$ cat src/rtl/count_ctrl.sv
// ---------------------------------------------------------------------------------------------
// count_ctrl
//   Run/pause/clear sequencer for the seconds counter. It sits between the 1 Hz tick from the
//   frequency divider and the counter datapath. It decodes start/stop/clear requests and issues
//   single-cycle step (cnt_en) and load (cnt_ld) commands. When it sees the terminal count it
//   either parks in DONE or, with AUTO_RELOAD_EN defined, reloads the counter and keeps running.
//
//   Optional feature macro: AUTO_RELOAD_EN
//     defined   : a terminal tick in RUN pulses cnt_ld and wrap together and stays in RUN.
//                 DONE is unreachable.
//     undefined : a terminal tick in RUN goes to DONE. wrap is tied to 0.
//
// Parameters
//   WIDTH        width of i_count_val and o_ld_val
//   LIMIT        up-count terminal value and down-count load value
//
// Ports
//   i_clk        system clock
//   i_rst        synchronous reset, active-high
//   i_tick       1-cycle strobe from the divider, at most one every 2 clocks
//   i_start      level request; a rising edge starts or resumes counting
//   i_stop       level request; a rising edge pauses counting
//   i_clear      level request; a rising edge reloads the counter and returns to IDLE
//   i_dir_sel    1 = up, 0 = down; sampled only on a start from IDLE
//   i_count_val  current counter value, fed back from the counter
//   o_cnt_en     1-cycle step command
//   o_cnt_up     latched count direction
//   o_cnt_ld     1-cycle load command; the counter takes o_ld_val
//   o_ld_val     0 when counting up, LIMIT when counting down
//   o_busy       high in RUN
//   o_done       high in DONE
//   o_wrap       1-cycle terminal-reload strobe
//   o_state      IDLE = 00, RUN = 01, PAUSE = 10, DONE = 11
// ---------------------------------------------------------------------------------------------
module count_ctrl #(
  parameter int unsigned WIDTH = 8,
  parameter int unsigned LIMIT = 59
) (
  input  logic             i_clk,
  input  logic             i_rst,
  input  logic             i_tick,
  input  logic             i_start,
  input  logic             i_stop,
  input  logic             i_clear,
  input  logic             i_dir_sel,
  input  logic [WIDTH-1:0] i_count_val,
  output logic             o_cnt_en,
  output logic             o_cnt_up,
  output logic             o_cnt_ld,
  output logic [WIDTH-1:0] o_ld_val,
  output logic             o_busy,
  output logic             o_done,
  output logic             o_wrap,
  output logic [1:0]       o_state
);

  localparam logic [WIDTH-1:0] LimitVal = WIDTH'(LIMIT);

  typedef enum logic [1:0] {
    StIdle  = 2'b00,
    StRun   = 2'b01,
    StPause = 2'b10,
    StDone  = 2'b11
  } state_e;

  state_e r_state;
  state_e w_state_d;

  // Previous request levels. They reset to 1 so a request held through reset is not an edge.
  logic r_start_prev;
  logic r_stop_prev;
  logic r_clear_prev;

  logic w_start_edge;
  logic w_stop_edge;
  logic w_clear_edge;
  logic w_terminal;

  logic             r_cnt_en;
  logic             r_cnt_up;
  logic             r_cnt_ld;
  logic [WIDTH-1:0] r_ld_val;
  logic             r_busy;
  logic             r_done;

  logic             w_cnt_en_d;
  logic             w_cnt_up_d;
  logic             w_cnt_ld_d;
  logic [WIDTH-1:0] w_ld_val_d;

  assign w_start_edge = i_start & ~r_start_prev;
  assign w_stop_edge  = i_stop & ~r_stop_prev;
  assign w_clear_edge = i_clear & ~r_clear_prev;

  assign w_terminal = r_cnt_up ? (i_count_val >= LimitVal) : (i_count_val == '0);

  // State register, request history and output registers.
  always_ff @(posedge i_clk) begin
    if (i_rst) begin
      r_state      <= StIdle;
      r_start_prev <= 1'b1;
      r_stop_prev  <= 1'b1;
      r_clear_prev <= 1'b1;
      r_cnt_en     <= 1'b0;
      r_cnt_up     <= 1'b1;
      r_cnt_ld     <= 1'b0;
      r_ld_val     <= '0;
      r_busy       <= 1'b0;
      r_done       <= 1'b0;
    end else begin
      r_state      <= w_state_d;
      r_start_prev <= i_start;
      r_stop_prev  <= i_stop;
      r_clear_prev <= i_clear;
      r_cnt_en     <= w_cnt_en_d;
      r_cnt_up     <= w_cnt_up_d;
      r_cnt_ld     <= w_cnt_ld_d;
      r_ld_val     <= w_ld_val_d;
      r_busy       <= (w_state_d == StRun);
      r_done       <= (w_state_d == StDone);
    end
  end

  // Next-state logic. Priority is clear > stop > start > tick; an event that has no meaning in
  // the current state does not mask the lower-priority ones.
  always_comb begin
    w_state_d = r_state;
    unique case (r_state)
      StIdle: begin
        if (w_clear_edge) begin
          w_state_d = StIdle;
        end else if (w_start_edge) begin
          w_state_d = StRun;
        end
      end
      StRun: begin
        if (w_clear_edge) begin
          w_state_d = StIdle;
        end else if (w_stop_edge) begin
          w_state_d = StPause;
        end else if (i_tick && w_terminal) begin
`ifdef AUTO_RELOAD_EN
          w_state_d = StRun;
`else
          w_state_d = StDone;
`endif
        end
      end
      StPause: begin
        if (w_clear_edge) begin
          w_state_d = StIdle;
        end else if (w_start_edge) begin
          w_state_d = StRun;
        end
      end
      StDone: begin
        if (w_clear_edge) begin
          w_state_d = StIdle;
        end
      end
      default: w_state_d = StIdle;
    endcase
  end

`ifdef AUTO_RELOAD_EN
  logic r_wrap;
  logic w_wrap_d;
`endif

  // Output logic: next values of the registered command outputs.
  always_comb begin
    w_cnt_en_d = 1'b0;
    w_cnt_ld_d = 1'b0;
    w_cnt_up_d = r_cnt_up;
`ifdef AUTO_RELOAD_EN
    w_wrap_d   = 1'b0;
`endif
    unique case (r_state)
      StIdle: begin
        if (w_clear_edge) begin
          w_cnt_ld_d = 1'b1;
        end else if (w_start_edge) begin
          w_cnt_up_d = i_dir_sel;
        end
      end
      StRun: begin
        if (w_clear_edge) begin
          w_cnt_ld_d = 1'b1;
        end else if (!w_stop_edge && i_tick) begin
          if (!w_terminal) begin
            w_cnt_en_d = 1'b1;
          end else begin
`ifdef AUTO_RELOAD_EN
            w_cnt_ld_d = 1'b1;
            w_wrap_d   = 1'b1;
`endif
          end
        end
      end
      StPause, StDone: begin
        if (w_clear_edge) begin
          w_cnt_ld_d = 1'b1;
        end
      end
      default: w_cnt_ld_d = 1'b0;
    endcase
    // Load value follows the direction that will be in force alongside cnt_ld.
    w_ld_val_d = w_cnt_up_d ? '0 : LimitVal;
  end

`ifdef AUTO_RELOAD_EN
  always_ff @(posedge i_clk) begin
    if (i_rst) begin
      r_wrap <= 1'b0;
    end else begin
      r_wrap <= w_wrap_d;
    end
  end
  assign o_wrap = r_wrap;
`else
  assign o_wrap = 1'b0;
`endif

  assign o_state  = r_state;
  assign o_cnt_en = r_cnt_en;
  assign o_cnt_up = r_cnt_up;
  assign o_cnt_ld = r_cnt_ld;
  assign o_ld_val = r_ld_val;
  assign o_busy   = r_busy;
  assign o_done   = r_done;

endmodule

$ cat config.mk
export PLATFORM = sky130hd
export DESIGN_NAME = count_ctrl
export DESIGN_NICKNAME = d
export VERILOG_FILES = /design/src/rtl/count_ctrl.sv
export SDC_FILE = /design/constraint.sdc
export NUM_CORES = 1
export LEC_CHECK = 0
export ABC_CLOCK_PERIOD_IN_PS = 1300
export CELL_PAD_IN_SITES_DETAIL_PLACEMENT = 1
export CELL_PAD_IN_SITES_GLOBAL_PLACEMENT = 2
export CORE_UTILIZATION = 18
export CTS_BUF_LIST = sky130_fd_sc_hd__clkbuf_8
export DETAILED_ROUTE_END_ITERATION = 8
export HOLD_SLACK_MARGIN = 0.06
export PLACE_DENSITY = 0.87
export SLEW_MARGIN = 40
export SYNTH_ARGS = -nofsm -noshare
export SYNTH_HDL_FRONTEND = slang
export SYNTH_SLANG_ARGS = --single-unit
$ cat constraint.sdc
create_clock -name i_clk -period 1.3 [get_ports i_clk]
set_input_delay 0.13 -clock i_clk [delete_from_list [all_inputs] [get_ports i_clk]]
set_output_delay 0.13 -clock i_clk [all_outputs]
set_load 0.03 [all_outputs]
==> results of run 1 <==
stage by stage:
stage | utilization (%) | worst slack, ns | hold WS, ns | TNS [ns]
2_1_floorplan | - | -0.04109 | 0.2024 | -0.06794
6_report | 32.58 | -0.04739 | 0.2537 | -0.1096
4_1_cts | 31.49 | -0.06155 | 0.2574 | -0.1092
3_5_place_dp | 30.22 | -0.3698 | 0.5358 | -1.510
3_3_place_gp | 30.22 | -0.3361 | 0.5282 | -1.375
5_1_grt | 32.58 | -0.1434 | 0.2607 | -0.3727
timing repair:
action | CTS | global route
gates resized for setup | 15 | 6
endpoints found under the setup margin | 16 | 4
buffers inserted | 0 | 1
hold endpoints to repair | 0 | 0
pin swaps | 2 | 5
final cells by class:
cell class / instances / share of cell area [%]
inverters: 6 / 2.507
flip-flops and latches: 11 / 25.21
clock buffers: 3 / 4.596
clock inverters: 1 / 0.4178
multi-input cells: 39 / 28.27
well taps: 31 / 4.318
repair buffers: 34 / 34.68
kinds of logic (layout without fill, tap and decap cells):
group                  count (synthesis)  after routing
flip-flops                            11             11
AND/OR/NAND/NOR                       24             24
multiplexers                           1              1
buffers and inverters                 14             44
AO/OA/AOI/OAI                         10             10
other                                  1              4
state kept, by name, summed over array words and instances (netlist names):
| signal | cells |
|---|---|
| o_state | 2 |
| o_busy | 1 |
| o_cnt_en | 1 |
| o_cnt_ld | 1 |
| o_cnt_up | 1 |
| o_done | 1 |
| o_ld_val | 1 |
| r_clear_prev | 1 |
| r_start_prev | 1 |
| r_stop_prev | 1 |
power by group:
part	internal, uW	switching (uW)
Clock	207	128
Sequential	350	6.92
Combinational	82.9	87.9
Total	640	223
synth_stat cells, types with 2 or more instances:
cell / instances / area, um2
or2_2: 4 / 25.02
dfxtp_1: 11 / 220.2
nand3_1: 3 / 15.01
a21oi_1: 3 / 15.01
inv_1: 6 / 22.52
buf_4: 8 / 60.06
nor2_1: 7 / 26.28
nand2_1: 2 / 7.510
worst reg2reg max path, stage by stage (launching register included):
cell and delay [ns]:
dfxtp_2 0.32, or3b_4 0.41, buf_4 0.16, nand3_4 0.08, a21oi_1 0.07, a41o_1 0.20
per-layer routing:
metal  up-vias  global-route usage [%]  share of wire (%)
met1       238                   9.787                 42
met3         2                   1.860                5.2
met2        22                   17.52                 52
met4         0                   7.317               0.98
met5         -                       0                  0
li1        260                       -                  -
worst min-delay path by stage:
stage                             from  slack, ns           end
after floorplan                  i_rst       0.20      o_cnt_ld
after global placement    r_clear_prev       0.53      o_cnt_ld
after detailed placement  r_clear_prev       0.54      o_cnt_ld
after CTS                      i_start       0.26  r_start_prev
after global routing           i_start       0.26  r_start_prev
final                          i_start       0.25  r_start_prev
==> impl_results.md, run 1 <==
* Cell count after synthesis at 61
* Crit path largest cell delay at 0.41 ns
* Final Hold Violating Endpoints at 0
* Crit path kind: register to register
* Commonest non-fill, non-tap cells in the layout: dlygate4sd2_1, clkdlybuf4s50_1, dfxtp_1, buf_4
* DRT Pass-1 Iters at 4
* CP Capture Type: register
* CTS max path bufs at 2
* Register-to-register setup slack at -0.05 ns
* Initial antenna violation count at 0
* Synth Flop Type: dfxtp_1
* Hold-fix buffers, CTS at 0
* Register bit total from synthesis at 11
* GP Congestion at 0.6766
* Crit path from: r_start_prev
* Crit path to: o_state[1]
* Largest net degree at the start of global routing at 7
* ANT cells at 0
* Die width at 56.10 um
* Crit. path cell count at 5
* CTS buffer count at 3
* Filler instances at 332
* Num rows at 19
* # IOs at 31
* I/O Buffers at 26
* Static leakage power at 0.0004689 uW
* Total track usage at 9.729%
* Compound-Gate Fraction of Synth Area at 14.01%
* HP Class: input port to register
* Fin crit share at 103.6%
* Critical Path AT at 1.47 ns
* R2r worst-path depth at 5
* Initial Utilization at 19.10%
* Max Slew Vio Count at 0
* Clock Latency Late Sink at 0.24 ns
* Failing checks: setup timing
* Netlist cell types at 25
* Routed vias at 522
* Post-synthesis mux area share at 1.900%
* Multi-input logic area at 254.0 um2
* Post-synthesis sequential area ratio at 41.81%
* DR iter-0 viols at 1
* CP max stage cell: or3b_4
* Max IR drop VDD at 0.5193 mV
* Placed Area at 833.3 um2
* Via/cell ratio at 4.176
* Die footprint at 3147 um2
* Hold path cells at 2
* Synth warn at 0
* Mapped cell area at 526.8 um2
* R2r endpoint: o_state[1]
* Dpl cells at 120
* Final Critical Period at 1.347 ns
* Fin nets at 110
* Worst-path clk slew at 0.05 ns
* Number of synthesized flops with an enable pin at 0
* Residual DRC at 0
* Die Ht at 56.10 um
* Clk_skew at 0.002821 ns
* Post-route insts no fill at 125
* WL per Instance at 11.46 um
* Simple logic cell fraction of the synthesized area at 25.89%
* Asr flop ratio synth at 0%
* Post-DP HPWL at 1111 um
* Max Freq at 742.2 MHz
* First-pass GRT wire length at 2325 um
* Worst setup margin at -0.04739 ns
* Clock Sinks at 11
* Max cap viols at 0
* Crit-path max FO at 3
* Post-route cell area at 898.4 um2
* Post-Synth Adder-Cell Area at 0%
* Clk root buf: clkbuf_8
* Count of final setup violators at 3
* Crit-path leading delay family: simple AND/OR/NAND/NOR gates
* Vias in the first global route at 558
* Critical-path cell list: or3b_4 > buf_4 > nand3_4 > a21oi_1 > a41o_1
* Pwr dens at 960.8 nW/um2
* CTS tree: done
* Largest family of logic cells by synthesized area: simple AND/OR/NAND/NOR gates
* Power, Total at 863.1 uW
* Final wirelength at 1433 um
* RSZ-0062 raised after global routing: yes
* CP Buf/Inv Count at 1
* Layout cells sized above 1 at 24.47%
* Final ANT Viol Nets at 0
* Area of the core at 2758 um2
* Area Overhead vs Synth at 70.55%
* CP Data Required Time at 1.42 ns
* Depth of the CTS H-tree at 1
* Commonest non-fill, non-tap cell in the layout: dlygate4sd2_1
* Status: finished with violations
* Syn Area/Cell at 8.635 um2
* Reg area at 226.5 um2
* XOR/XNOR share of the synthesized area at 0%
* Worst R2R Start: r_start_prev
* Overflow after GRT at 0
* Startpoint types: register
(Power assumes the default switching activity.)
==> run 2: changes to the inputs <==
--- a/config.mk
+++ b/config.mk
@@ -8,6 +8,7 @@
 export ABC_CLOCK_PERIOD_IN_PS = 1300
 export CELL_PAD_IN_SITES_DETAIL_PLACEMENT = 1
 export CELL_PAD_IN_SITES_GLOBAL_PLACEMENT = 2
+export CORE_ASPECT_RATIO = 0.5
 export CORE_UTILIZATION = 18
 export CTS_BUF_LIST = sky130_fd_sc_hd__clkbuf_8
 export DETAILED_ROUTE_END_ITERATION = 8
==> run 2 against run 1 <==
The run still ends with setup timing left; sequential cell count stayed put; utilization is 1.1 points higher; sequential share of layout area decreased by 0.31 points; count of clock-buffer cells in the layout unchanged; critical path type unchanged.
==> impl_results.md, run 2 (synthesis results as in run 1) <==
* Layout cells sized above 1 at 26.88% (+2.4 points)
* Crit-path leading delay family: simple AND/OR/NAND/NOR gates
* Final Hold Slack at 0.2472 ns (-0.006522 ns)
* CTS max path bufs at 2 (unchanged)
* Initial antenna violation count at 0 (unchanged)
* R2r endpoint: o_ld_val[4]
* Critical Path AT at 1.52 ns (+0.05 ns)
* Worst setup margin at -0.03867 ns (+0.008718 ns)
* Startpoint types: register
* HP Class: input port to register
* Die Ht at 40.25 um (-28%)
* Routed vias at 516 (-1.1%)
* DR iter-0 viols at 12 (+11)
* Final wirelength at 1382 um (-3.6%)
* Final ANT Viol Nets at 0 (unchanged)
* Crit path kind: register to register
* Fin crit share at 103.0% (-0.67 points)
* Static leakage power at 0.0004495 uW (-4.1%)
* CP Data Required Time at 1.48 ns (+0.06 ns)
* Area Overhead vs Synth at 71.73%
* Die footprint at 3160 um2 (+0.42%)
* Max cap viols at 0 (unchanged)
* GP Congestion at 0.6988 (+3.3%)
* Via/cell ratio at 3.969 (-5.0%)
* Residual DRC at 0 (unchanged)
* Pwr dens at 958.8 nW/um2 (-0.20%)
* Hold path cells at 2 (unchanged)
* Post-DP HPWL at 1046 um (-5.8%)
* Hold endpoint: r_start_prev
* Die width at 78.51 um (+40%)
* Clk_skew at 0.004015 ns (+0.001194 ns)
* Minimum setup slack after placement at -0.3648 ns (+0.004914 ns)
* Final Critical Period at 1.339 ns (-0.008718 ns)
* Commonest non-fill, non-tap cell in the layout: dlygate4sd2_1
* ANT cells at 0 (unchanged)
* Max Freq at 747.0 MHz (+0.65%)
* Overflow after GRT at 0 (unchanged)
* CP Buf/Inv Count at 0 (-1)
* RSZ-0062 raised after global routing: yes
* Clock Sinks at 11 (unchanged)
* Area of the core at 2684 um2 (-2.7%)
* Max IR drop VDD at 0.2325 mV (-55%)
* Setup Total Neg Slack at -0.07208 ns (+0.03755 ns)
* Clk root buf: clkbuf_8
* R2r worst-path depth at 4 (-1)
* Status: finished with violations
* Depth of the CTS H-tree at 1 (unchanged)
* # IOs at 31 (unchanged)
* CTS buffer count at 3 (unchanged)
* Crit-path max FO at 2 (-1)
* Total track usage at 8.610% (-1.1 points)
* Commonest non-fill, non-tap cells in the layout: dlygate4sd2_1, clkdlybuf4s50_1, dfxtp_1
* DRT Pass-1 Iters at 4 (unchanged)
* Largest net degree at the start of global routing at 7 (unchanged)
* WL per Instance at 10.63 um (-7.3%)
* Hold_sp: i_start
* Worst-path clk slew at 0.05 ns (about the same)
* Initial Utilization at 19.63% (+0.53 points)
* Crit path largest cell delay at 0.38 ns (-0.03 ns)
* Critical-path cell list: or3b_4 > nor3b_2 > mux2i_1 > and2_1
* CP Capture Type: register
* Largest register FFs at 2 (unchanged)
* Register-to-register setup slack at -0.04 ns (about the same)
* Final Hold Violating Endpoints at 0 (unchanged)
* First-pass GRT wire length at 1966 um (-15%)
* Vias in the first global route at 425 (-24%)
* Clock Latency Late Sink at 0.24 ns (about the same)
* CP max stage cell: or3b_4
* I/O Buffers at 26 (unchanged)
* Worst R2R Start: o_state[0]
* Final core occ at 33.71% (+1.1 points)
* CTS tree: done
* Hold-fix buffers, CTS at 0 (unchanged)
* Max Slew Vio Count at 0 (unchanged)
* Count of final setup violators at 2 (-1)
* Failing checks: setup timing
* Num rows at 13 (-6)
* Fin nets at 109 (-0.91%)
==> run 2: stage by stage <==
step	cells	power, uW	instance area (um2)
floorplan	64	458.4	541.8
global placement	126	536.2	840.8
detailed placement	126	537.4	840.8
CTS	130	871.2	875.8
global route	130	909.1	904.6
finish	130	867.4	904.6
==> run 2: timing repair <==
item,CTS,global route
setup buffers,0,0
endpoints found under the hold margin,0,0
pin swaps,2,3
setup endpoints to repair,16,4
resized for setup,14,7
==> run 2: metal layers <==
| layer | vias up | track usage, % | share of wire (%) |
|---|---|---|---|
| li1 | 259 | - | - |
| met1 | 248 | 10.37 | 49 |
| met2 | 9 | 13.91 | 48 |
| met3 | 0 | 2.727 | 2.7 |
| met4 | 0 | 5.556 | 0 |
| met5 | - | 0 | 0 |
==> run 2: power by group <==
group          switching (uW)  internal (uW)
logic                    91.1           85.7
registers                5.24            350
clock network             128            207
total                     225            643
==> run 2: layout make-up <==
type                    count  area (um2)
well taps                  37       46.29
repair buffers             33       299.0
inverters                   6       22.52
clock buffers               3       41.29
flip-flops and latches     11       225.2
fillers                   327        1779
multi-input cells          39       266.5
clock inverters             1       3.754
==> run 2: worst max path at each step <==
| stage | from | endpoint | slack (ns) | depth (start not counted) |
|---|---|---|---|---|
| finish | o_state[0] | o_ld_val[4] | -0.04 | 4 |
| global placement | i_start | o_ld_val[4] | -0.32 | 5 |
| global route | o_state[0] | o_ld_val[4] | -0.1 | 4 |
| detailed placement | i_start | o_ld_val[4] | -0.36 | 5 |
| CTS | o_state[0] | o_ld_val[4] | -0.05 | 4 |
| floorplan | o_state[0] | o_ld_val[4] | -0.04 | 4 |
==> run 3: changes to the inputs <==
--- a/config.mk
+++ b/config.mk
@@ -13,6 +13,7 @@
 export CTS_BUF_LIST = sky130_fd_sc_hd__clkbuf_8
 export DETAILED_ROUTE_END_ITERATION = 8
 export HOLD_SLACK_MARGIN = 0.06
+export MAX_ROUTING_LAYER = met4
 export PLACE_DENSITY = 0.87
 export SLEW_MARGIN = 40
 export SYNTH_ARGS = -nofsm -noshare
==> results of run 3 <==
Final layout, timing and power as in run 2 (identical DEF).
Main changes from that run: final weighted congestion in routability-driven placement 0.6988 -> 0.7064; overall routing resource usage 8.610% -> 8.887%
